[src/rtl/sine_sd_dac_if.sv]
// Strobe and output bundle for the sine_sd_dac audio test-tone source.
// The master drives the phase/sample strobes and the slave returns the sine, sample and bitstream.
interface sine_sd_dac_if #(
   parameter int SAMPLE_WIDTH = 16
) ();
   logic                    phase_en;
   logic                    sample_en;
   logic [7:0]              sine_out;
   logic [SAMPLE_WIDTH-1:0] sample_out;
   logic                    sd_out;

   modport master (
      output phase_en, sample_en,
      input  sine_out, sample_out, sd_out
   );

   modport slave (
      input  phase_en, sample_en,
      output sine_out, sample_out, sd_out
   );
endinterface

[src/rtl/sine_sd_dac.sv]
// Quarter-wave sine generator -> sample latch -> first-order sigma-delta 1-bit DAC.
// Define SDDAC_DITHER_EN to feed LFSR dither into the modulator carry-in.
module sine_sd_dac #(
   parameter int PHASE_BITS   = 8,
   parameter int SAMPLE_WIDTH = 16
) (
   input logic          clk,
   input logic          rst,
   sine_sd_dac_if.slave bus
);

   // round(127*sin(2*pi*k/256)) for k = 0..64; finer phase bits below the top 8 do not index the table
   localparam logic [6:0] QTAB [0:64] = '{
      7'd0,   7'd3,   7'd6,   7'd9,   7'd12,  7'd16,  7'd19,  7'd22,  7'd25,  7'd28,  7'd31,  7'd34,  7'd37,
      7'd40,  7'd43,  7'd46,  7'd49,  7'd51,  7'd54,  7'd57,  7'd60,  7'd63,  7'd65,  7'd68,  7'd71,
      7'd73,  7'd76,  7'd78,  7'd81,  7'd83,  7'd85,  7'd88,  7'd90,  7'd92,  7'd94,  7'd96,  7'd98,
      7'd100, 7'd102, 7'd104, 7'd106, 7'd107, 7'd109, 7'd111, 7'd112, 7'd113, 7'd115, 7'd116, 7'd117,
      7'd118, 7'd120, 7'd121, 7'd122, 7'd122, 7'd123, 7'd124, 7'd125, 7'd125, 7'd126, 7'd126, 7'd126,
      7'd127, 7'd127, 7'd127, 7'd127
   };

   logic [PHASE_BITS-1:0]   phase_q, phase_d;
   logic [7:0]              top8;
   logic [6:0]              t_idx;
   logic [6:0]              mag;
   logic [7:0]              sine_q, sine_d;
   logic [SAMPLE_WIDTH-1:0] sample_q, sample_d;
   logic [SAMPLE_WIDTH-1:0] u;
   logic [SAMPLE_WIDTH:0]   acc_q, acc_d;
   logic                    sd_q;
   logic                    cin;

   always_comb begin
      phase_d  = bus.phase_en ? phase_q + 1'b1 : phase_q;
      top8     = phase_q[PHASE_BITS-1 -: 8];
      // second and fourth quadrants read the table backwards, lower half-period is negated
      t_idx    = top8[6] ? 7'd64 - {1'b0, top8[5:0]} : {1'b0, top8[5:0]};
      mag      = QTAB[t_idx];
      sine_d   = top8[7] ? 8'(-{1'b0, mag}) : {1'b0, mag};
      sample_d = bus.sample_en ? {sine_q[7], sine_q, {(SAMPLE_WIDTH-9){1'b0}}} : sample_q;
      u        = {~sample_q[SAMPLE_WIDTH-1], sample_q[SAMPLE_WIDTH-2:0]};
      acc_d    = {1'b0, acc_q[SAMPLE_WIDTH-1:0]} + {1'b0, u} + {{SAMPLE_WIDTH{1'b0}}, cin};
   end

`ifdef SDDAC_DITHER_EN
   logic [15:0] lfsr_q, lfsr_d;

   always_comb lfsr_d = {lfsr_q[14:0], lfsr_q[15] ^ lfsr_q[13] ^ lfsr_q[12] ^ lfsr_q[10]};

   always_ff @(posedge clk or posedge rst) begin
      if (rst) lfsr_q <= 16'hACE1;
      else     lfsr_q <= lfsr_d;
   end

   assign cin = lfsr_q[0];
`else
   assign cin = 1'b0;
`endif

   always_ff @(posedge clk or posedge rst) begin
      if (rst) begin
         phase_q  <= '0;
         sine_q   <= '0;
         sample_q <= '0;
         acc_q    <= '0;
         sd_q     <= 1'b0;
      end else begin
         phase_q  <= phase_d;
         sine_q   <= sine_d;
         sample_q <= sample_d;
         acc_q    <= acc_d;
         sd_q     <= acc_d[SAMPLE_WIDTH];
      end
   end

   assign bus.sine_out   = sine_q;
   assign bus.sample_out = sample_q;
   assign bus.sd_out     = sd_q;

endmodule

[src/flat_wrapper.sv]
// flat-port wrapper written by rule: the top's interface ports become plain ports
module sine_sd_dac_flat 
#(
   parameter int PHASE_BITS   = 8,
   parameter int SAMPLE_WIDTH = 16
)
  (clk, rst, bus_phase_en, bus_sample_en, bus_sine_out, bus_sample_out, bus_sd_out);
  sine_sd_dac_if #(.SAMPLE_WIDTH(SAMPLE_WIDTH)) bus_i ();
  input logic clk;
  input logic rst;
  input wire logic [$bits(bus_i.phase_en)-1:0] bus_phase_en;
  input wire logic [$bits(bus_i.sample_en)-1:0] bus_sample_en;
  output wire logic [$bits(bus_i.sine_out)-1:0] bus_sine_out;
  output wire logic [$bits(bus_i.sample_out)-1:0] bus_sample_out;
  output wire logic [$bits(bus_i.sd_out)-1:0] bus_sd_out;
  assign bus_i.phase_en = bus_phase_en;
  assign bus_i.sample_en = bus_sample_en;
  assign bus_sine_out = bus_i.sine_out;
  assign bus_sample_out = bus_i.sample_out;
  assign bus_sd_out = bus_i.sd_out;
  sine_sd_dac #(.PHASE_BITS(PHASE_BITS), .SAMPLE_WIDTH(SAMPLE_WIDTH)) u_core (.clk(clk), .rst(rst), .bus(bus_i));
endmodule
[config.mk]
export PLATFORM = sky130hd
export DESIGN_NAME = sine_sd_dac_flat
export DESIGN_NICKNAME = d
export VERILOG_FILES = /design/src/rtl/sine_sd_dac_if.sv /design/src/rtl/sine_sd_dac.sv /design/src/flat_wrapper.sv
export SDC_FILE = /design/constraint.sdc
export NUM_CORES = 1
export LEC_CHECK = 0
export BUFFER_PORTS_ARGS = -buffer_cell sky130_fd_sc_hd__buf_4
export CORE_MARGIN = 4
export CORE_UTILIZATION = 59
export CTS_CLUSTER_SIZE = 25
export DETAILED_ROUTE_END_ITERATION = 8
export PLACE_DENSITY = 0.8
export SYNTH_ARGS = -nofsm -noshare
export SYNTH_HDL_FRONTEND = slang
export SYNTH_SLANG_ARGS = --single-unit
[constraint.sdc]
create_clock -name clk -period 3.8 [get_ports clk]
set_input_delay 0.57 -clock clk [delete_from_list [all_inputs] [get_ports clk]]
set_output_delay 0.57 -clock clk [all_outputs]
set_load 0.01 [all_outputs]
==> metrics.md, run 1 <==
| Metric | Value |
|---|---|
| CTS buffer count | 5 |
| Start-to-end type of the worst setup path | reg -> reg |
| Die Y | 76.0 um |
| Synthesis-to-layout area growth | 8.98% |
| Max FO, Critical Path | 15 |
| Post-route fraction of the period consumed by the critical path | 89.2% |
| Number of design rule violations left after detail routing | 0 |
| Total wire length | 5.57 mm |
| Die width | 76.0 um |
| Non-Filler Instances | 356 |
| Routed vias/inst | 5.90 |
| Number of top-level pins | 29 |
| Crit path launch type | flip-flop |
| GR Overflow Total | 0 |
| Post-synth ARST share | 100% |
| Cell Rows | 24 |
| Flip-flop and latch count after synthesis | 34 |
| Number of unique standard cell types used by synthesis | 68 |
| Cts-stage hold buffer count | 0 |
| Tightest slew margin relative to the limit | 57.5% |
| Fillcell total | 371 |
| Timing-limited maximum frequency | 295 MHz |
| Number of standard cells after synthesis | 285 |
| Final setup margin | 412 ps |
| Number of pins with negative max-slew slack in the final report | 0 |
| Gates resized, CTS repair | 0 |
| Number of warning messages in the yosys log | 0 |
| Worst slack after detailed placement | 466 ps |
| Average wire per standard cell | 15.6 um |
| Share of cells above drive strength 1 | 20.1% |
| Netlist area before placement | 2730 um^2 |
| DR pass1 iterations | 4 |
| RePlAce Congestion | 0.864 |
| Antenna diode count | 0 |
| Setup TNS | 0 ps |
| Post-DP HPWL | 4.13 mm |
| H-Tree Depth | 2 |
| Clock Path Buffers | 2 |
| Final-layout worst hold slack | 367 ps |
| Post-layout min period | 3390 ps |
| Worst-margin pin slew | 637 ps |
| Initial antenna violation count | 0 |
| Share of the yosys chip area belonging to registers | 31.2% |
| CTS tree | built |
| Clock transition at path regs | 80 ps |
| Path depth of the worst reg2reg path | 13 |
| Critical path endpoint category | flip-flop |
| Via count of the first global-routing pass | 2066 |
| Number of enable-type register cells in the synthesized netlist | 0 |
| Master cell of the clock root buffer | clkbuf_8 |
| Max-cap violation count | 0 |
| Clock tree sinks | 34 |
| Final clock skew | 6.22 ps |
| Number of setup buffers added after CTS | 0 |
| Syn avg cell area | 9.58 um^2 |
| Pin count of the biggest net entering global routing | 35 |
| Total GRT Usage | 20.5% |
| Data arrival time at the worst-slack endpoint | 3600 ps |
| Floorplan die area | 5780 um^2 |
| Count of input and output buffers | 21 |
| Setup repair after global routing missed its margin | false |
| Final hold violations | 0 |
| Class of the tightest hold or removal check | in -> async |
| Placeable Area | 4410 um^2 |
| Cell Count Post-Placement | 348 |
| Final ANT Viol Nets | 0 |
| Starting density of the core | 61.8% |
| Synth Flop Type | dfrtp_1 |
| DR iter-0 viols | 135 |
| Clock Latency Late Sink | 290 ps |
| Setup-failing EPs final | 0 |
| Required time worst endpoint | 4010 ps |
| Final net count | 327 |
| Outcome | complete, no violations |
| Vias after detailed routing | 2101 |
| Wire length of the first global-routing pass | 9.82 mm |
==> layout make-up <==
class	count	area [um^2]	area share, %
Tap cell	52	65.1	2.19
Timing Repair Buffer	28	210	7.06
Clock buffer	6	82.6	2.78
Inverter	15	56.3	1.89
Multi-Input combinational cell	219	1700	57.1
Clock inverter	2	12.5	0.421
Sequential cell	34	851	28.6
==> placed cells by master (no fill, tap or decap), types with 2 or more instances in the layout <==
cell type / instances
dfrtp_1: 34
buf_4: 28
nand2_1: 21
a21oi_1: 19
ha_1: 19
xnor2_1: 18
inv_1: 14
o21ai_0: 11
nor2_1: 11
nor3_1: 9
nand2b_1: 8
conb_1: 7
nand3_1: 6
mux2i_1: 6
mux2_2: 6
clkbuf_8: 6
a31oi_1: 5
a211oi_1: 4
a21o_1: 3
nor2b_1: 3
o22ai_1: 3
o21ai_1: 3
nand4_1: 3
o21a_1: 3
and4_1: 2
a21boi_0: 2
xor2_1: 2
xor2_4: 2
nor3b_2: 2
nor4_1: 2
o32ai_1: 2
o31ai_1: 2
and2_1: 2
a211oi_2: 2
a41oi_1: 2
==> worst max-delay path, stage by stage, from the launching register on <==
cell      delay (ps)
dfrtp_1          560
inv_1            140
ha_1             280
nand2b_2         310
xor2_4           410
nand2b_1         110
a311oi_1         300
nor4_1           110
nor3_1           270
inv_1             70
ha_1             230
and2_1           140
a41oi_1          230
xnor2_1          140
==> kinds of logic after synthesis <==
logic type	after synthesis	share of synthesized area, %
flops	34	31.2
compound gates	76	20.3
xor+xnor	24	10.0
mux	13	5.09
fa+ha+maj	20	9.44
simple gates	79	16.3
other cells	1	0.137
buf+inv	38	7.47
==> metal layers <==
| metal | track usage, % | part of all wire, % |
|---|---|---|
| met3 | 4.26 | 6.5 |
| met4 | 8.19 | 2.0 |
| met2 | 34.2 | 49 |
| met1 | 25.7 | 43 |
| met5 | 0 | 0 |
==> metrics by stage <==
step | instance area [um^2] | util [%]
detailed placement | 2880 | 65.2
finish | 2980 | 67.4
global placement | 2880 | 65.2
global route | 2980 | 67.4
CTS | 2980 | 67.4
floorplan | 2750 | -
==> flip-flops by register name (all words and copies together), names as in the netlist <==
register               count
u_core.acc_q               9
u_core.bus.sd_out          1
u_core.bus.sample_out      8
u_core.bus.sine_out        8
u_core.phase_q             8
==> Yosys cell counts (all sizes together) (5+ instances only) <==
| library cell | count | share of area, % |
|---|---|---|
| a211oi | 6 | 2.0 |
| a21oi | 19 | 3.5 |
| a31oi | 6 | 1.6 |
| buf | 21 | 5.1 |
| dfrtp | 34 | 31 |
| ha | 19 | 8.7 |
| inv | 14 | 1.9 |
| mux2 | 7 | 2.9 |
| mux2i | 6 | 2.2 |
| nand2 | 21 | 2.9 |
| nand2b | 9 | 2.2 |
| nand3 | 6 | 1.1 |
| nor2 | 12 | 1.7 |
| nor3 | 9 | 1.6 |
| o21ai | 15 | 3.2 |
| xnor2 | 19 | 6.8 |
| xor2 | 5 | 3.3 |
==> worst paths after layout <==
kind,from,endpoint,slack (ps)
max in group asynchronous,rst,u_core.acc_q[13],3140
min reg2reg,u_core.acc_q[7],u_core.acc_q[7],470
max,u_core.phase_q[1],u_core.bus.sine_out[6],410
min in group clk,u_core.acc_q[7],u_core.acc_q[7],470
max reg2reg,u_core.phase_q[1],u_core.bus.sine_out[6],410
min,rst,u_core.phase_q[6],370
Power of run 1 is left out: the tool's default activity adds up to more than one toggle a clock period on the data nets, which glitch-free logic cannot reach.
==> run 2: changes to the inputs <==
ABC_AREA = 1   (was default)
MAX_ROUTING_LAYER = met4   (was default)
==> metrics.md, run 2 <==
| Metric | Value |
|---|---|
| CTS buffer count | 5 |
| Cell Rows | 24 |
| Share of the yosys chip area belonging to registers | 31.6% |
| Clock tree sinks | 34 |
| Count of input and output buffers | 21 |
| DR pass1 iterations | 4 |
| Max FO, Critical Path | 10 |
| Max reg flops | 9 |
| Most common cell after layout, fill and taps aside | nand2_1 |
| Number of enable-type register cells in the synthesized netlist | 0 |
| Netlist area before placement | 2690 um^2 |
| Post-DP HPWL | 4.09 mm |
| Leading post-synthesis cells by instance count | 104 x nand2_1, 36 x inv_1, 34 x dfrtp_1, 31 x nand3_1, 19 x ha_1 |
| Crit path launch type | flip-flop |
| Average wire per standard cell | 12.6 um |
| RePlAce Congestion | 1.01 |
| Outcome | complete, no violations |
| Commonest cells after routing, fill and taps aside | 104 x nand2_1, 36 x inv_1, 34 x dfrtp_1 |
| Area taken by flip-flops and latches | 851 um^2 |
| Syn avg cell area | 7.82 um^2 |
| Master cell of the clock root buffer | clkbuf_8 |
| Worst-margin pin slew | 990 ps |
| Antenna diode count | 0 |
| Most area-hungry cell type in the Yosys netlist | dfrtp_1 |
| CTS tree | built |
| Number of top-level pins | 29 |
| GR Overflow Total | 0 |
| Class of the tightest hold or removal check | reg -> reg |
| Clock transition at path regs | 70 ps |
| Post-layout min period | 3120 ps |
| Wire length of the first global-routing pass | 9.06 mm |
| Number of pins with negative max-slew slack in the final report | 0 |
| Setup TNS | 0 ps |
| Vias after detailed routing | 2192 |
| Die width | 75.5 um |
| Flip-flop and latch count after synthesis | 34 |
| Cts-stage hold buffer count | 0 |
| Share of cells above drive strength 1 | 19.5% |
| Final hold violations | 0 |
| Number of standard cells after synthesis | 344 |
| H-Tree Depth | 2 |
| Placeable Area | 4380 um^2 |
| DR iter-0 viols | 136 |
| Tightest slew margin relative to the limit | 33.9% |
| Max-cap violation count | 0 |
| Fillcell total | 375 |
| Start-to-end type of the worst setup path | reg -> reg |
| Cell with the most instances after synthesis | nand2_1 |
| Floorplan die area | 5700 um^2 |
| Area used by multi-input combinational logic | 1570 um^2 |
| Die Y | 75.5 um |
| Largest reg by FF count | u_core.acc_q |
| Final net count | 387 |
| Gates resized, CTS repair | 0 |
| Total GRT Usage | 21.2% |
| Final ANT Viol Nets | 0 |
| Routed vias/inst | 5.27 |
| Synth area leaders | dfrtp_1 32%, nand2_1 15%, ha_1 8.8% |
| Final clock skew | 6.86 ps |
| Synthesis-to-layout area growth | 7.49% |
| Via count of the first global-routing pass | 2025 |
| Setup repair after global routing missed its margin | false |
| Number of unique standard cell types used by synthesis | 36 |
| Initial antenna violation count | 0 |
| Total wire length | 5.24 mm |
| Number of setup buffers added after CTS | 0 |
| Data arrival time at the worst-slack endpoint | 3310 ps |
| Synth Flop Type | dfrtp_1 |
| Setup-failing EPs final | 0 |
| Clock Latency Late Sink | 290 ps |
| Critical path endpoint category | flip-flop |
| Post-route fraction of the period consumed by the critical path | 82.0% |
| Required time worst endpoint | 3990 ps |
| Timing-limited maximum frequency | 321 MHz |
| Number of design rule violations left after detail routing | 0 |
| Area share of the leading cell type in the synthesized netlist | 31.6% |
| Number of warning messages in the yosys log | 0 |
| Clock Path Buffers | 2 |
| Starting density of the core | 61.4% |
| Pin count of the biggest net entering global routing | 29 |
| Post-synth ARST share | 100% |
run 2: changes by cell type after synthesis, moves of 10 or more:
| cell | change |
|---|---|
| nand2_1 | +83 |
| nand3_1 | +25 |
| inv_1 | +22 |
| xnor2_1 | -16 |
| xor2_1 | +10 |
run 2: layout make-up:
class,count,share of cell area (%)
Clock buffer,7,2.99
Clock inverter,1,0.173
Inverter,40,5.28
Multi-Input combinational cell,260,54.2
Sequential cell,34,29.4
Tap cell,52,2.25
Timing Repair Buffer,22,5.71
run 2: metrics by stage:
step	cells	area, um^2	hold slack (ps)	worst slack (ps)	utilization, %
final	416	2890	472	682	66.0
after detailed placement	408	2800	460	717	63.9
after global routing	416	2890	491	361	66.0
after global placement	408	2800	453	827	63.9
after CTS	416	2890	475	677	66.0
after floorplan	350	2710	443	1020	-
run 2: layer usage:
| layer | wire length (um) | GRT usage, % |
|---|---|---|
| met5 | 0 | - |
| met4 | 107 | 7.38 |
| met3 | 270 | 3.69 |
| met2 | 2610 | 35.8 |
| met1 | 2250 | 25.4 |
run 2: worst paths after layout:
check,startpoint,end,slack (ps),cells after the start
setup / recovery,u_core.phase_q[0],u_core.bus.sine_out[6],680,19
setup reg to reg,u_core.phase_q[0],u_core.bus.sine_out[6],680,19
hold / removal,u_core.acc_q[7],u_core.acc_q[7],470,1
min in group asynchronous,rst,u_core.phase_q[7],520,2
max in group asynchronous,rst,u_core.bus.sample_out[7],2600,3
hold reg to reg,u_core.acc_q[7],u_core.acc_q[7],470,1
run 2: cells by family (layout without fill, tap and decap cells):
logic type	after synthesis	after routing	synth area share [%]
AO/OA/AOI/OAI	31	31	6.47
XOR/XNOR	14	14	4.56
adder cells (fa/ha/maj)	20	20	9.58
buffers and inverters	56	70	11.0
flip-flops	34	34	31.6
multiplexers	6	6	2.51
other	1	7	0.139
AND/OR/NAND/NOR	182	182	34.1
run 2: worst max-delay path, cell delays in order (launching register included):
cell and delay [ps]:
dfrtp_1 560, inv_2 180, ha_1 340, nand2_1 70
inv_1 70, nor2_4 180, inv_2 90, ha_1 350
inv_1 60, nor2_1 160, nor2_1 60, o21ai_1 130
nand3_1 80, nand3_1 130, inv_1 70, ha_1 210
nand3_1 110, nand3_1 70, nand2_1 80, inv_1 40
Power of run 2 is left out for the same reason.
==> run 3: changes to the inputs <==
CORE_UTILIZATION = 54   (was 59)
PLACE_DENSITY = 0.77   (was 0.8)
clock period = 2.85 ns   (was 3.8 ns; I/O delays follow)
==> metrics.md, run 3 (synthesized netlist as in run 2, its figures left out) <==
| Metric | Value |
|---|---|
| Data arrival time at the worst-slack endpoint | 2770 ps |
| Max FO, Critical Path | 12 |
| Post-layout min period | 2600 ps |
| H-Tree Depth | 2 |
| RePlAce Congestion | 1.02 |
| Setup TNS | 0 ps |
| Max-cap violation count | 0 |
| Starting density of the core | 56.2% |
| Start-to-end type of the worst setup path | reg -> reg |
| Fillcell total | 446 |
| Slowest library cell on the worst path | dfrtp_1 |
| Cell Count Post-Placement | 428 |
| Path depth of the worst reg2reg path | 19 |
| Clock transition at path regs | 70 ps |
| Floorplan die area | 6170 um^2 |
| Average wire per standard cell | 12.2 um |
| Pin count of the biggest net entering global routing | 35 |
| Critical register-to-register path startpoint | u_core.phase_q[0] |
| Number of top-level pins | 29 |
| Timing-limited maximum frequency | 385 MHz |
| Clock Latency Late Sink | 280 ps |
| Setup-failing EPs final | 0 |
| DR pass1 iterations | 4 |
| DR iter-0 viols | 93 |
| Commonest cells after routing, fill and taps aside | 104 x nand2_1, 35 x inv_1, 34 x dfrtp_1 |
| Number of design rule violations left after detail routing | 0 |
| Cell-by-cell listing of the critical path | inv_2 > buf_4 > ha_1 > inv_1 > nand2_1 > nand3_4 > nand2_4 > o21ai_1 > nand2_1 > o211ai_1 > nand3_1 > nand2_1 > nor2_4 > ha_2 > nand2_1 > nand2_1 > nand3_1 > nand2_1 > inv_1 |
| Vias after detailed routing | 2273 |
| Master cell of the clock root buffer | clkbuf_8 |
| Outcome | complete, no violations |
| Non-Filler Instances | 439 |
| Post-route fraction of the period consumed by the critical path | 91.2% |
| Antenna diode count | 0 |
| Final hold violations | 0 |
| Total GRT Usage | 19.1% |
| Slack of the worst reg-to-reg path | 250 ps |
| Delay contributed by the slowest stage of the critical path | 390 ps |
| Final ANT Viol Nets | 0 |
| Cell Rows | 25 |
| Crit path launch type | flip-flop |
| Largest reg by FF count | u_core.acc_q |
| Via count of the first global-routing pass | 2168 |
| Clock tree sinks | 34 |
| Critical path endpoint category | flip-flop |
| Class of the tightest hold or removal check | in -> async |
| Die Y | 78.6 um |
| CTS tree | built |
| Required time worst endpoint | 3020 ps |
| Routed vias/inst | 5.18 |
| Worst r2r dst | u_core.bus.sine_out[4] |
| Total wire length | 5.35 mm |
| Wire length of the first global-routing pass | 9.36 mm |
| Final-layout worst hold slack | 230 ps |
| CTS buffer count | 5 |
| Max reg flops | 9 |
| Final net count | 396 |
| Number of pins with negative max-slew slack in the final report | 0 |
| GR Overflow Total | 0 |
| Placeable Area | 4790 um^2 |
| Post-DP HPWL | 4.13 mm |
| Final clock skew | 6.25 ps |
| Share of cells above drive strength 1 | 23.4% |
| Count of input and output buffers | 21 |
| Initial antenna violation count | 0 |
| Critical Path Most Common Cell | nand2_1 |
| Most common cell after layout, fill and taps aside | nand2_1 |
| Die width | 78.6 um |
| Synthesis-to-layout area growth | 11.9% |
| Clock Path Buffers | 2 |
[run 3: cell count changes in the layout (fill, tap and decap cells not counted), sizes merged]
cell    change
buf         +9
clkinv      +1
clkbuf      -2
[run 3: metrics by stage]
step	setup slack [ps]	util, %	instance area, um^2
6_report	250	62.9	3010
5_1_grt	-29.4	62.9	3010
2_1_floorplan	71.9	-	2710
3_5_place_dp	132	59.7	2860
3_3_place_gp	218	59.7	2860
4_1_cts	105	61.3	2940
[run 3: worst max path at each step]
stage                                  from                endpoint  cells after the start  slack, ps
after CTS                 u_core.phase_q[1]  u_core.bus.sine_out[4]                     20        110
after global placement    u_core.phase_q[0]  u_core.bus.sine_out[6]                     17        220
final                     u_core.phase_q[0]  u_core.bus.sine_out[4]                     19        250
after detailed placement  u_core.phase_q[1]  u_core.bus.sine_out[4]                     20        130
after global routing      u_core.phase_q[1]  u_core.bus.sine_out[6]                     22        -30
after floorplan           u_core.phase_q[0]  u_core.bus.sine_out[6]                     19         70
[run 3: layout make-up]
class | count | area, um^2 | share of cell area [%]
Multi-Input combinational cell | 260 | 1610 | 53.5
Sequential cell | 34 | 851 | 28.3
Timing Repair Buffer | 31 | 233 | 7.73
Inverter | 40 | 153 | 5.07
Tap cell | 67 | 83.8 | 2.79
Clock buffer | 5 | 68.8 | 2.29
Clock inverter | 2 | 10.0 | 0.333
[run 3: worst max-delay path, delay by kind of cell, from the launching register on]
kind | cells | cell delay, ps
flops | 1 | 390
fa+ha+maj | 2 | 460
simple gates | 11 | 1110
buf+inv | 4 | 370
compound gates | 2 | 160
[run 3: repair_timing]
item	in CTS	in global routing
gates resized for setup	0	10
hold buffers	0	0
hold endpoints to repair	0	0
buffers inserted	0	4
setup endpoints to repair	0	4
[run 3: metal layers]
layer	part of all wire [%]	track usage, %
met5	0	-
met4	2.6	6.82
met3	4.1	3.21
met2	48	32.7
met1	45	22.5
Power of run 3 is left out for the same reason.
